$ cat src/rtl/cfg_pkg.sv
// Shared definitions for the configuration frame sequencer.
// Holds the command opcodes, the FSM state encoding and the reset configuration.
// Optional feature macro used by the sequencer: CFG_ERRCLR_EN (error-clear opcode).
package cfg_pkg;

  localparam logic [31:0] DEFAULT_CFG = 32'hBBFC_0000;

  localparam logic [7:0] OP_WRITE  = 8'hA5;  // write config, 4 payload bytes MSB first
  localparam logic [7:0] OP_RESET  = 8'h5A;  // restore DEFAULT_CFG, no payload
  localparam logic [7:0] OP_ERRCLR = 8'hC3;  // clear sticky error (CFG_ERRCLR_EN only)

  typedef enum logic [1:0] {
    IDLE    = 2'd0,
    COLLECT = 2'd1,
    PENDING = 2'd2
  } state_t;

endpackage

$ cat src/rtl/cfg_frame_sequencer.sv
// Assembles SPI bytes into a 32-bit shadow configuration and commits it to the
// live configuration at a frame boundary (or right away when COMMIT_ON_FRAME=0).
// Ports: clk/rst_n (sync, active low); rx_valid/rx_byte byte strobe from SPI;
//   ss slave select (1 = transaction ended); frame_start vblank pulse;
//   config_out live config; cfg_updated pulse the cycle after config_out changes;
//   busy (not IDLE); err sticky error; status {err,busy,pending,2'b0,byte_cnt}.
// Optional feature: define CFG_ERRCLR_EN to enable the error-clear opcode.
module cfg_frame_sequencer #(
  parameter logic [31:0] DEFAULT_CFG     = cfg_pkg::DEFAULT_CFG,
  parameter int          COMMIT_ON_FRAME = 1
) (
  input  logic        clk,
  input  logic        rst_n,
  input  logic        rx_valid,
  input  logic [7:0]  rx_byte,
  input  logic        ss,
  input  logic        frame_start,
  output logic [31:0] config_out,
  output logic        cfg_updated,
  output logic        busy,
  output logic        err,
  output logic [7:0]  status
);
  import cfg_pkg::*;

  state_t      state_q, state_d;
  logic [31:0] shadow_q, shadow_d;
  logic [31:0] cfg_q, cfg_d;
  logic [2:0]  cnt_q, cnt_d;
  logic        err_q, err_d;
  logic        commit;
  logic        commit_d1_q;  // config_out changes one cycle after commit
  logic        upd_q;
  logic [7:0]  status_q;

  always_comb begin
    state_d  = state_q;
    shadow_d = shadow_q;
    cnt_d    = cnt_q;
    err_d    = err_q;
    commit   = 1'b0;
    case (state_q)
      IDLE: begin
        cnt_d = 3'd0;
        if (rx_valid) begin
          if (rx_byte == OP_WRITE) begin
            state_d = COLLECT;
`ifdef CFG_ERRCLR_EN
            err_d = 1'b0;
`endif
          end else if (rx_byte == OP_RESET) begin
            shadow_d = DEFAULT_CFG;
            state_d  = PENDING;
          end
`ifdef CFG_ERRCLR_EN
          else if (rx_byte == OP_ERRCLR) begin
            err_d = 1'b0;
          end
`endif
          else begin
            err_d = 1'b1;
          end
        end
      end
      COLLECT: begin
        // Deselect before the fourth byte abandons the partial word.
        if (ss) begin
          state_d = IDLE;
          err_d   = 1'b1;
          cnt_d   = 3'd0;
        end else if (rx_valid) begin
          shadow_d = {shadow_q[23:0], rx_byte};
          if (cnt_q == 3'd3) begin
            state_d = PENDING;
            cnt_d   = 3'd0;
          end else if (cnt_q != 3'd7) begin
            cnt_d = cnt_q + 3'd1;
          end
        end
      end
      PENDING: begin
        cnt_d = 3'd0;
        if (rx_valid) err_d = 1'b1;  // overrun: byte is dropped
        if (COMMIT_ON_FRAME == 0 || frame_start) begin
          commit  = 1'b1;
          state_d = IDLE;
        end
      end
      default: state_d = IDLE;
    endcase
  end

  assign cfg_d = commit ? shadow_q : cfg_q;

  always_ff @(posedge clk) begin
    if (!rst_n) begin
      state_q     <= IDLE;
      shadow_q    <= 32'd0;
      cfg_q       <= DEFAULT_CFG;
      cnt_q       <= 3'd0;
      err_q       <= 1'b0;
      commit_d1_q <= 1'b0;
      upd_q       <= 1'b0;
      status_q    <= 8'd0;
    end else begin
      state_q     <= state_d;
      shadow_q    <= shadow_d;
      cfg_q       <= cfg_d;
      cnt_q       <= cnt_d;
      err_q       <= err_d;
      commit_d1_q <= commit;
      upd_q       <= commit_d1_q;
      // Built from next-state values so status lines up with err/busy.
      status_q    <= {err_d, (state_d != IDLE), (state_d == PENDING), 2'b00, cnt_d};
    end
  end

  assign config_out  = cfg_q;
  assign cfg_updated = upd_q;
  assign busy        = (state_q != IDLE);
  assign err         = err_q;
  assign status      = status_q;

endmodule
$ cat config.mk
export PLATFORM = sky130hd
export DESIGN_NAME = cfg_frame_sequencer
export DESIGN_NICKNAME = d
export VERILOG_FILES = /design/src/rtl/cfg_pkg.sv /design/src/rtl/cfg_frame_sequencer.sv
export SDC_FILE = /design/constraint.sdc
export NUM_CORES = 1
export LEC_CHECK = 0
export BUFFER_PORTS_ARGS = -buffer_cell sky130_fd_sc_hd__buf_2
export CAP_MARGIN = 30
export CORE_ASPECT_RATIO = 0.8
export CORE_MARGIN = 3
export CORE_UTILIZATION = 45
export CTS_BUF_LIST = sky130_fd_sc_hd__clkbuf_4 sky130_fd_sc_hd__clkbuf_8 sky130_fd_sc_hd__clkbuf_16
export DETAILED_ROUTE_END_ITERATION = 7
export PLACE_DENSITY = 0.73
export REMOVE_ABC_BUFFERS = 1
export SLEW_MARGIN = 30
export SYNTH_ARGS = -nofsm -noshare
export SYNTH_HDL_FRONTEND = slang
export SYNTH_SLANG_ARGS = --single-unit
$ cat constraint.sdc
create_clock -name clk -period 1.62 [get_ports clk]
set_input_delay 0.324 -clock clk [delete_from_list [all_inputs] [get_ports clk]]
set_output_delay 0.324 -clock clk [all_outputs]
set_load 0.005 [all_outputs]
==> metrics.txt, run 1 <==
hpwl dp=approximately 4800 um; failing checks=negative setup slack; IO Port Bufs=between 50 and 60; clock buffer depth=2; metal3 WL=between 400 and 500 um; Via-to-Cell Ratio=roughly 5.5; IO Pins=56; share of flip-flops with an asynchronous set or reset=0; initial antenna violation count=0; Top FF cell, synth=dfxtp_1; WP data required=approximately 1.9 ns; ratio of cells with drive above 1 in the final layout=0.322; Row Count=26; kind of critical path=reg2reg; Fin. Hold Viols=0; CTS Buf Count=9; f_max=610 MHz; DRT Pass-1 Iters=4; Syn Area/Cell=~9 um^2; WL met2=between 3000 and 4000 um; ANT nets after route=0; highest metal used=met4; crit end category=register; CP max FO=5; largest net degree at the start of global routing=37; Area growth, synth to finish=27.0%; Yosys cell types=between 40 and 50; gpl congestion=0.796; Pwr Density=~820 nW/um^2; Clk pin slew, worst setup/hold paths=about 0.070 ns; nets@finish=441; DRT iter0 DRCs=between 150 and 200; vias=between 2000 and 3000; Synth top area share=0.470; number of diodes=0; Post-synth EDFFs=0; Die Y=80.8 um; Slew Viols, Final=0; Critical Path Source Type=register; Synth area leader=dfxtp_1; pre-CTS setup slack=-0.281 ns; Synth Warn #=0; Final min period=between 1.5 and 2 ns; Synth area leaders=dfxtp_1 47%, nand2_1 8.0%, a21boi_0 4.8%; VDD IR max=approximately 700 uV; Gate Count Post-Synth=349; met1 WL=roughly 3800 um; post-synthesis sequential area ratio=0.470; Sink Count=74; final worst slack=-0.0202 ns; post-DR wirelength/cell=roughly 15 um; # hold bufs at CTS=0; initial core utilization=0.479; CTS tree=done; Min-Delay Path Class=in2reg; total wire length=around 8000 um; Max-cap violations=0; synthesized cell area=3150 um^2; Clock Latency Late Sink=about 0.34 ns; Die Span X=99.6 um; vias in the first global route=2522; Final setup viols=1; global-route wire length before repair=12000 um; Setup Skew=a little under 0.007 ns; DIE AREA=8050 um^2; Clk Tree Root Cell=clkbuf_8; GRT Total Usage=0.186; total power=between 3 and 4 mW; Residual DRC=0; RSZ-0062 raised after global routing=true; CP Data Arrival Time=about 1.9 ns; total congestion overflow=0; Pleak=between 1.5 and 2 nW; status=finished, violations left; Final period util=1.01; FF+latch count, synth=74; depth of the CTS H-tree=3; Core Area=approximately 6600 um^2
-- worst paths after layout --
path / from / slack (ns) / to / cells past startpoint
worst max-delay path: state_q[1]$_SDFF_PN0_ / -0.02 / shadow_q[9]$_SDFFE_PN0P_ / 9
worst min register to register: commit_d1_q$_SDFF_PN0_ / 0.44 / cfg_updated$_SDFF_PN0_ / 1
worst min-delay path: frame_start / 0.27 / commit_d1_q$_SDFF_PN0_ / 2
worst max register to register: state_q[1]$_SDFF_PN0_ / -0.02 / shadow_q[9]$_SDFFE_PN0P_ / 9
-- registers in the layout (all words and copies together) (netlist names), named ones only --
| signal | cells |
|---|---|
| config_out | 32 |
| shadow_q | 32 |
| state_q | 2 |
| status | 2 |
| cfg_updated | 1 |
| commit_d1_q | 1 |
-- per-stage QoR --
stage	cells	TNS [ns]	utilization	instance area [um^2]	hold WS, ns
after global routing	512	-0.816	0.609	4000	0.266
after detailed placement	484	-5.34	0.548	3600	0.424
after global placement	484	-3.55	0.548	3600	0.429
after floorplan	317	-19.39	-	2980	0.396
final	512	-0.0202	0.609	4000	0.275
after CTS	500	-0.0241	0.579	3810	0.253
-- cell usage after synthesis (2+ instances only) --
cell       count
dfxtp_1       74
nand2_1       67
nand4_1       21
o21ai_0       21
a21boi_0      20
a21boi_1      20
clkbuf_1      13
nand3_1       13
o211a_1       13
nand4b_1      12
buf_2         11
ha_1           5
nor2_1         5
a21oi_1        4
inv_1          4
and2_1         3
buf_4          3
buf_6          3
a21o_1         2
and3_1         2
and4bb_2       2
clkbuf_2       2
nand2b_1       2
nand3b_1       2
nand4bb_1      2
o21ai_1        2
o31ai_1        2
-- cell type report --
cell class / instances / area [um^2]
multi-input combinational: 242 / 1600
sequential: 74 / 1480
tap: 84 / 105
timing repair buffer: 92 / 633
clock buffer: 11 / 139
clock inverter: 5 / 31.3
inverter: 4 / 15.0
fill: 576 / 2570
-- cells in the final DEF, fill, tap and decap left out, drive strengths merged, types with 2 or more instances in the layout --
cell,synthesis,layout
buf,18,91
dfxtp,74,74
nand2,67,67
a21boi,40,40
o21ai,24,24
nand4,21,21
nand3,13,13
o211a,13,13
nand4b,12,12
clkbuf,15,12
nor2,5,5
a21oi,5,5
ha,5,5
inv,4,4
o21a,1,4
clkinv,0,4
and2,3,3
a21o,3,3
nand3b,2,2
and4bb,2,2
nand4bb,2,2
o31ai,2,2
nand2b,2,2
and3,2,2
conb,1,2
and2b,2,2
-- power breakdown --
group | switching, mW | internal, mW
Combinational | 0.0979 | 0.0886
Sequential | 0.00275 | 1.82
Clock | 0.669 | 0.585
-- what timing repair did --
item                                    CTS  global route
pin swaps                                 0            16
buffers inserted                          0             5
resized for setup                         9            35
endpoints found under the setup margin   34            60
cloned                                    0             7
-- cell families (layout without fill, tap and decap cells) --
logic type | count (synthesis) | in the layout | synth area share
AOI/OAI and AO/OA | 94 | 97 | 0.215
adders and majority gates | 5 | 5 | 0.0199
buffers and inverters | 37 | 112 | 0.0600
DFF | 74 | 74 | 0.470
muxes | 2 | 2 | 0.00675
other | 1 | 2 | 0.00119
and+or+nand+nor | 136 | 136 | 0.227
-- worst max-delay path, stage by stage (launching register included) --
cell and delay (ns):
dfxtp_2 0.34, inv_2 0.04, buf_6 0.11, ha_4 0.16, and2b_2 0.23, o21ai_4 0.20, buf_6 0.14, buf_8 0.10
o21ai_0 0.11, a21boi_1 0.15
-- routing by layer --
layer,vias up,track usage
li1,1397,-
met1,1352,0.246
met4,0,0.0587
met5,-,0
met3,12,0.0584
met2,72,0.293
Note: power is estimated with default switching activity, not from simulation.
==> run 2: changes to the inputs <==
Settings changed: CAP_MARGIN 30 to 20, PLACE_DENSITY 0.73 to 0.77.
==> run 2 against run 1 <==
Compared with the run above: the flow now finishes without violations; clock power up 15%; critical path depth shrank 3; core utilization fell by 0.51 points; sequential share of layout area up 0.38 points; cell count down 0.98%; highest routed layer unchanged; non-clock buffer count is 4 lower; die area stayed put; combinational power down 6%.
==> metrics.txt, run 2 (same netlist as run 1, synthesis figures left out) <==
f_max=620 MHz (was 610 MHz); crit path to=status[6]$_SDFF_PN0_ (was shadow_q[9]$_SDFFE_PN0P_); Clk pin slew, worst setup/hold paths=0.08 ns (was 0.07 ns); met2 capacity usage during global routing=0.318 (was 0.293); Sink Count=74 (unchanged); Via-to-Cell Ratio=5.64 (was 5.53); initial core utilization=0.479 (unchanged); initial antenna violation count=0 (unchanged); WP data required=1.82 ns (was 1.89 ns); # hold bufs at CTS=0 (unchanged); total wire length=7940 um (was 7850 um); critical path startpoint=state_q[1]$_SDFF_PN0_ (unchanged); DRT Pass-1 Iters=5 (was 4); Psw=0.782 mW (was 0.770 mW); GRT Total Usage=0.190 (was 0.186); area of the multi-input gates=1600 um^2 (unchanged); Die Y=80.8 um (unchanged); kind of critical path=reg2reg (unchanged); number of diodes=0 (unchanged); Core Util, Final=0.604 (was 0.609); Max-cap violations=0 (unchanged); Residual DRC=0 (unchanged); vias in the first global route=2665 (was 2522); Crit path depth=6 (was 9); gpl congestion=0.761 (was 0.796); Area growth, synth to finish=26.0% (was 27.0%); peak per-stage delay on the critical path=0.36 ns (was 0.34 ns); R2R depth=6 (was 9); Critical Path Source Type=register (unchanged); Setup Skew=0.00762 ns (was 0.00686 ns); reg2reg start=state_q[1]$_SDFF_PN0_ (unchanged); DIE AREA=8050 um^2 (unchanged); status=finished, final reports clean (was finished, violations left); register share of total power=0.531 (was 0.559); R2R Path End=status[6]$_SDFF_PN0_ (was shadow_q[9]$_SDFFE_PN0P_); crit-path cells=inv_4 > ha_4 > and2b_4 > buf_4 > o31ai_1 > a41oi_2 (was inv_2 > buf_6 > ha_4 > and2b_2 > o21ai_4 > buf_6 > buf_8 > o21ai_0 > a21boi_1); Die Span X=99.6 um (unchanged); vias=2861 (was 2833); Pwr Density=866 nW/um^2 (was 816 nW/um^2); commonest non-fill, non-tap cell in the layout=dfxtp_1 (unchanged); fin cells=507 (was 512); IO Pins=56 (unchanged); Filler Cell Count=582 (was 576); placed insts=482 (was 484); depth of the CTS H-tree=3 (unchanged); Sw Ratio=0.228 (was 0.236); GR Util met1=0.247 (was 0.246); Sequential Area=1490 um^2 (was 1480 um^2); Clk pwr share=0.419 (was 0.384); CP Data Arrival Time=1.81 ns (was 1.91 ns); DRT iter0 DRCs=249 (was 194); Final min period=1.61 ns (was 1.64 ns); Combinational Power Share=0.051 (was 0.057); hpwl dp=4880 um (was 4770 um); Fin. Hold Viols=0 (unchanged); ratio of cells with drive above 1 in the final layout=0.307 (was 0.322); FF-to-FF setup slack=0.006 ns (was -0.02 ns); Clk Tree Root Cell=clkbuf_8 (unchanged); Pleak=1.73 nW (was 1.74 nW); ANT nets after route=0 (unchanged); Row Count=26 (unchanged); CTS Buf Count=9 (unchanged); WP buf/inv=2 (was 4); crit end category=register (unchanged); post-DR wirelength/cell=15.7 um (was 15.3 um); clock buffer depth=2 (unchanged); global-route wire length before repair=12400 um (was 12000 um); Final period util=0.996 (was 1.01); Core Area=6570 um^2 (unchanged); Slew Viols, Final=0 (unchanged); Clock Latency Late Sink=0.34 ns (about the same); largest net degree at the start of global routing=33 (was 37); met3 global-route usage=0.0498 (was 0.0584); Min-Delay Path Class=in2reg (unchanged); RSZ-0062 raised after global routing=true (unchanged); cell internal pwr=2.65 mW (was 2.49 mW); Final setup viols=0 (was 1); VDD IR max=678 uV (was 692 uV); GR peak layer=met2 (unchanged); crit-path leading delay family=compound AO/OA/AOI/OAI gates (unchanged); CP max FO=5 (unchanged); CTS tree=done (unchanged); nets@finish=436 (was 441); Max stage delay cell, worst path=dfxtp_2 (unchanged); IO Port Bufs=53 (unchanged); total congestion overflow=0 (unchanged); most frequent cells in the layout=72 x dfxtp_1, 67 x nand2_1, 55 x buf_2 (was 72 x dfxtp_1, 66 x nand2_1, 55 x buf_2)
run 2: cell count changes in the layout (fill, tap and decap cells not counted), sizes merged:
cell,previous run,this run
o21a,4,3
clkinvlp,1,0
buf,91,88
bufinv,0,1
clkinv,4,5
clkbuf,12,10
run 2: worst min path at each step:
stage	slack, ns	endpoint	depth (start not counted)	startpoint
detailed placement	0.43	cfg_updated$_SDFF_PN0_	1	commit_d1_q$_SDFF_PN0_
global placement	0.42	cfg_updated$_SDFF_PN0_	1	commit_d1_q$_SDFF_PN0_
floorplan	0.40	config_out[18]$_SDFFE_PN1P_	1	rst_n
global route	0.31	commit_d1_q$_SDFF_PN0_	2	frame_start
finish	0.31	commit_d1_q$_SDFF_PN0_	2	frame_start
CTS	0.27	commit_d1_q$_SDFF_PN0_	2	frame_start
run 2: cell type report:
class	count	share of cell area
Clock buffer	10	0.0347
Multi-Input combinational cell	241	0.402
Clock inverter	6	0.0167
Sequential cell	74	0.375
Tap cell	84	0.0265
Timing Repair Buffer	88	0.141
Inverter	4	0.00504
run 2: what timing repair did:
action                     in CTS  in global routing
hold endpoints to repair        0                  0
setup endpoints to repair      34                 63
gates resized for setup         9                 38
pin swaps                       0                 11
buffers inserted                0                  2
gates cloned                    1                  6
run 2: metal layers:
layer  share of wire  up-vias
met1            0.47     1366
met5               0        -
met4          0.0063        0
met2            0.47      106
met3           0.059        6
li1                -     1383
run 2: stage by stage:
| step | setup WS [ns] | area, um^2 | hold WS (ns) | total power [mW] | setup TNS, ns |
|---|---|---|---|---|---|
| floorplan | -0.707 | 2980 | 0.396 | 1.92 | -19.39 |
| global placement | -0.146 | 3570 | 0.423 | 2.01 | -2.81 |
| detailed placement | -0.215 | 3570 | 0.428 | 2.01 | -4.39 |
| CTS | 0.00639 | 3820 | 0.268 | 3.46 | 0 |
| global route | -0.0472 | 3970 | 0.308 | 3.55 | -1.01 |
| finish | 0.00583 | 3970 | 0.308 | 3.44 | 0 |
run 2: power by group through the flow:
stage          Sequential [mW]  Clock, mW  Combinational (mW)
2_1_floorplan             1.87          0              0.0528
3_3_place_gp              1.87          0               0.141
3_5_place_dp              1.87          0               0.142
4_1_cts                   1.82       1.48               0.150
5_1_grt                   1.82       1.54               0.186
6_report                  1.82       1.44               0.174
==> run 3: changes to the inputs <==
Settings changed: SETUP_SLACK_MARGIN from default to 0.3, SLEW_MARGIN 30 to 15.
==> run 3 against run 2 <==
Compared with the run above: final area grew 13%; power is 1.4% higher; via count up 7.5%; global-route usage is 2.8 points higher; flip-flop and latch count did not move; first-iteration DRC count rose by 24%; critical path depth rose by 2; register-to-register slack about the same; die area unchanged; count of clock-buffer cells in the layout did not move; worst hold slack gained 0.033 ns; largest cell class unchanged; largest power group unchanged; highest routed layer unchanged.
==> metrics.txt, run 3 (same netlist as run 1, synthesis figures left out) <==
cell internal pwr=2.67 mW (was 2.65 mW); R2R depth=8 (was 6); Max-cap violations=0 (unchanged); Clk Tree Root Cell=clkbuf_8 (unchanged); Area growth, synth to finish=42.7% (was 26.0%); Final min period=1.62 ns (was 1.61 ns); Clock Latency Late Sink=0.35 ns (was 0.34 ns); Psw=0.818 mW (was 0.782 mW); number of diodes=0 (unchanged); depth of the CTS H-tree=3 (unchanged); Clk pwr share=0.417 (was 0.419); Fin Setup TNS=0 ns (unchanged); Combinational Power Share=0.059 (was 0.051); Min-Delay Path Class=in2reg (unchanged); initial antenna violation count=0 (unchanged); f_max=619 MHz (was 620 MHz); Clk pin slew, worst setup/hold paths=0.08 ns (about the same); total wire length=9670 um (was 7940 um); RSZ-0062 raised after global routing=true (unchanged); vias=3077 (was 2861); Core Area=6570 um^2 (unchanged); Row Count=26 (unchanged); Sw Ratio=0.235 (was 0.228); hpwl dp=4880 um (unchanged); ratio of cells with drive above 1 in the final layout=0.429 (was 0.307); global-route wire length before repair=14000 um (was 12400 um); vias in the first global route=2910 (was 2665); clock buffer depth=2 (unchanged); Filler Cell Count=491 (was 582); Setup Skew=0.00850 ns (was 0.00762 ns); CP max FO=5 (unchanged); Die Y=80.8 um (unchanged); WP data required=1.85 ns (was 1.82 ns); IO Pins=56 (unchanged); commonest non-fill, non-tap cell in the layout=dfxtp_1 (unchanged); R2R Path End=shadow_q[4]$_SDFFE_PN0P_ (was status[6]$_SDFF_PN0_); Pleak=2.03 nW (was 1.73 nW); Final period util=0.997 (was 0.996); Pwr Density=775 nW/um^2 (was 866 nW/um^2); largest net degree at the start of global routing=33 (unchanged); Core Util, Final=0.684 (was 0.604); Fin. Hold Viols=0 (unchanged); reg2reg start=state_q[1]$_SDFF_PN0_ (unchanged); most frequent cells in the layout=72 x dfxtp_1, 52 x nand2_1, 52 x buf_2 (was 72 x dfxtp_1, 67 x nand2_1, 55 x buf_2); FF-to-FF setup slack=0.005 ns (was 0.006 ns); kind of critical path=reg2reg (unchanged); IO Port Bufs=53 (unchanged); CP Data Arrival Time=1.85 ns (was 1.81 ns); Hold Path Depth=2 (unchanged); Critical Path Source Type=register (unchanged); VDD IR max=684 uV (was 678 uV); CTS tree=done (unchanged); Residual DRC=0 (unchanged); DRT Pass-1 Iters=6 (was 5); total congestion overflow=0 (unchanged); Hold Path End=config_out[24]$_SDFFE_PN1P_ (was commit_d1_q$_SDFF_PN0_); CTS Buf Count=9 (unchanged); post-DR wirelength/cell=18.5 um (was 15.7 um); Slew Viols, Final=0 (unchanged); gpl congestion=0.761 (unchanged); Hold Startpoint=rst_n (was frame_start); Final setup viols=0 (unchanged); Via-to-Cell Ratio=5.89 (was 5.64); register share of total power=0.523 (was 0.531); initial core utilization=0.479 (unchanged); nets@finish=451 (was 436); GRT Total Usage=0.219 (was 0.190); status=finished, final reports clean (unchanged); Sink Count=74 (unchanged); crit end category=register (unchanged); ANT nets after route=0 (unchanged); DRT iter0 DRCs=310 (was 249); DIE AREA=8050 um^2 (unchanged); Die Span X=99.6 um (unchanged)
-- run 3: how the worst max path moves through the flow --
stage                          startpoint                        end  slack [ns]  cells past startpoint
floorplan           state_q[1]$_SDFF_PN0_  shadow_q[18]$_SDFFE_PN0P_       -0.71                      6
global placement    state_q[1]$_SDFF_PN0_  shadow_q[28]$_SDFFE_PN0P_       -0.15                      6
detailed placement  state_q[1]$_SDFF_PN0_  shadow_q[21]$_SDFFE_PN0P_       -0.22                      6
CTS                 state_q[1]$_SDFF_PN0_  shadow_q[21]$_SDFFE_PN0P_        0.09                      6
global route        state_q[1]$_SDFF_PN0_   shadow_q[4]$_SDFFE_PN0P_       -0.02                      6
finish              state_q[1]$_SDFF_PN0_   shadow_q[4]$_SDFFE_PN0P_       0.005                      8
-- run 3: cell type report --
class / count / area (um^2) / area share
Multi-Input combinational cell: 242 / 1840 / 0.409
Sequential cell: 74 / 1490 / 0.331
Timing Repair Buffer: 102 / 842 / 0.187
Clock buffer: 10 / 138 / 0.0306
Tap cell: 84 / 105 / 0.0234
Clock inverter: 6 / 66.3 / 0.0148
Inverter: 4 / 20.0 / 0.00445
-- run 3: power groups by stage --
stage / sequential, mW / clock [mW] / combinational (mW)
2_1_floorplan: 1.87 / 0 / 0.0528
3_3_place_gp: 1.87 / 0 / 0.141
3_5_place_dp: 1.87 / 0 / 0.142
4_1_cts: 1.83 / 1.48 / 0.170
5_1_grt: 1.82 / 1.55 / 0.215
6_report: 1.82 / 1.45 / 0.207
-- run 3: through the flow --
stage | area [um^2] | instances | hold WS, ns | power, mW | setup WS, ns
floorplan | 2980 | 317 | 0.396 | 1.92 | -0.707
global placement | 3570 | 482 | 0.423 | 2.01 | -0.146
detailed placement | 3570 | 482 | 0.428 | 2.01 | -0.215
CTS | 4240 | 514 | 0.309 | 3.48 | 0.0897
global route | 4490 | 522 | 0.329 | 3.59 | -0.0196
finish | 4490 | 522 | 0.341 | 3.48 | 0.00457
-- run 3: worst max-delay path: stages (launching register included) --
cell,delay [ns]
dfxtp_2,0.37
inv_4,0.06
ha_4,0.16
and2b_4,0.30
o21ai_4,0.08
buf_4,0.16
buf_8,0.14
o21ai_2,0.14
a21boi_1,0.10
-- run 3: metal layers --
| metal | vias to the layer above | wire (um) | GRT usage |
|---|---|---|---|
| met4 | 0 | 182 | 0.0819 |
| li1 | 1421 | - | - |
| met1 | 1488 | 4110 | 0.279 |
| met3 | 22 | 714 | 0.0481 |
| met5 | - | 0 | 0 |
| met2 | 146 | 4660 | 0.366 |
-- run 3: repair_timing --
item                                    in CTS  in global routing
gates resized for setup                    102                 56
endpoints found under the setup margin      73                 73
hold buffers                                 0                  0
setup buffers                                6                  5
pin swaps                                   24                 27
hold endpoints to repair                     0                  0
cloned                                      10                  3
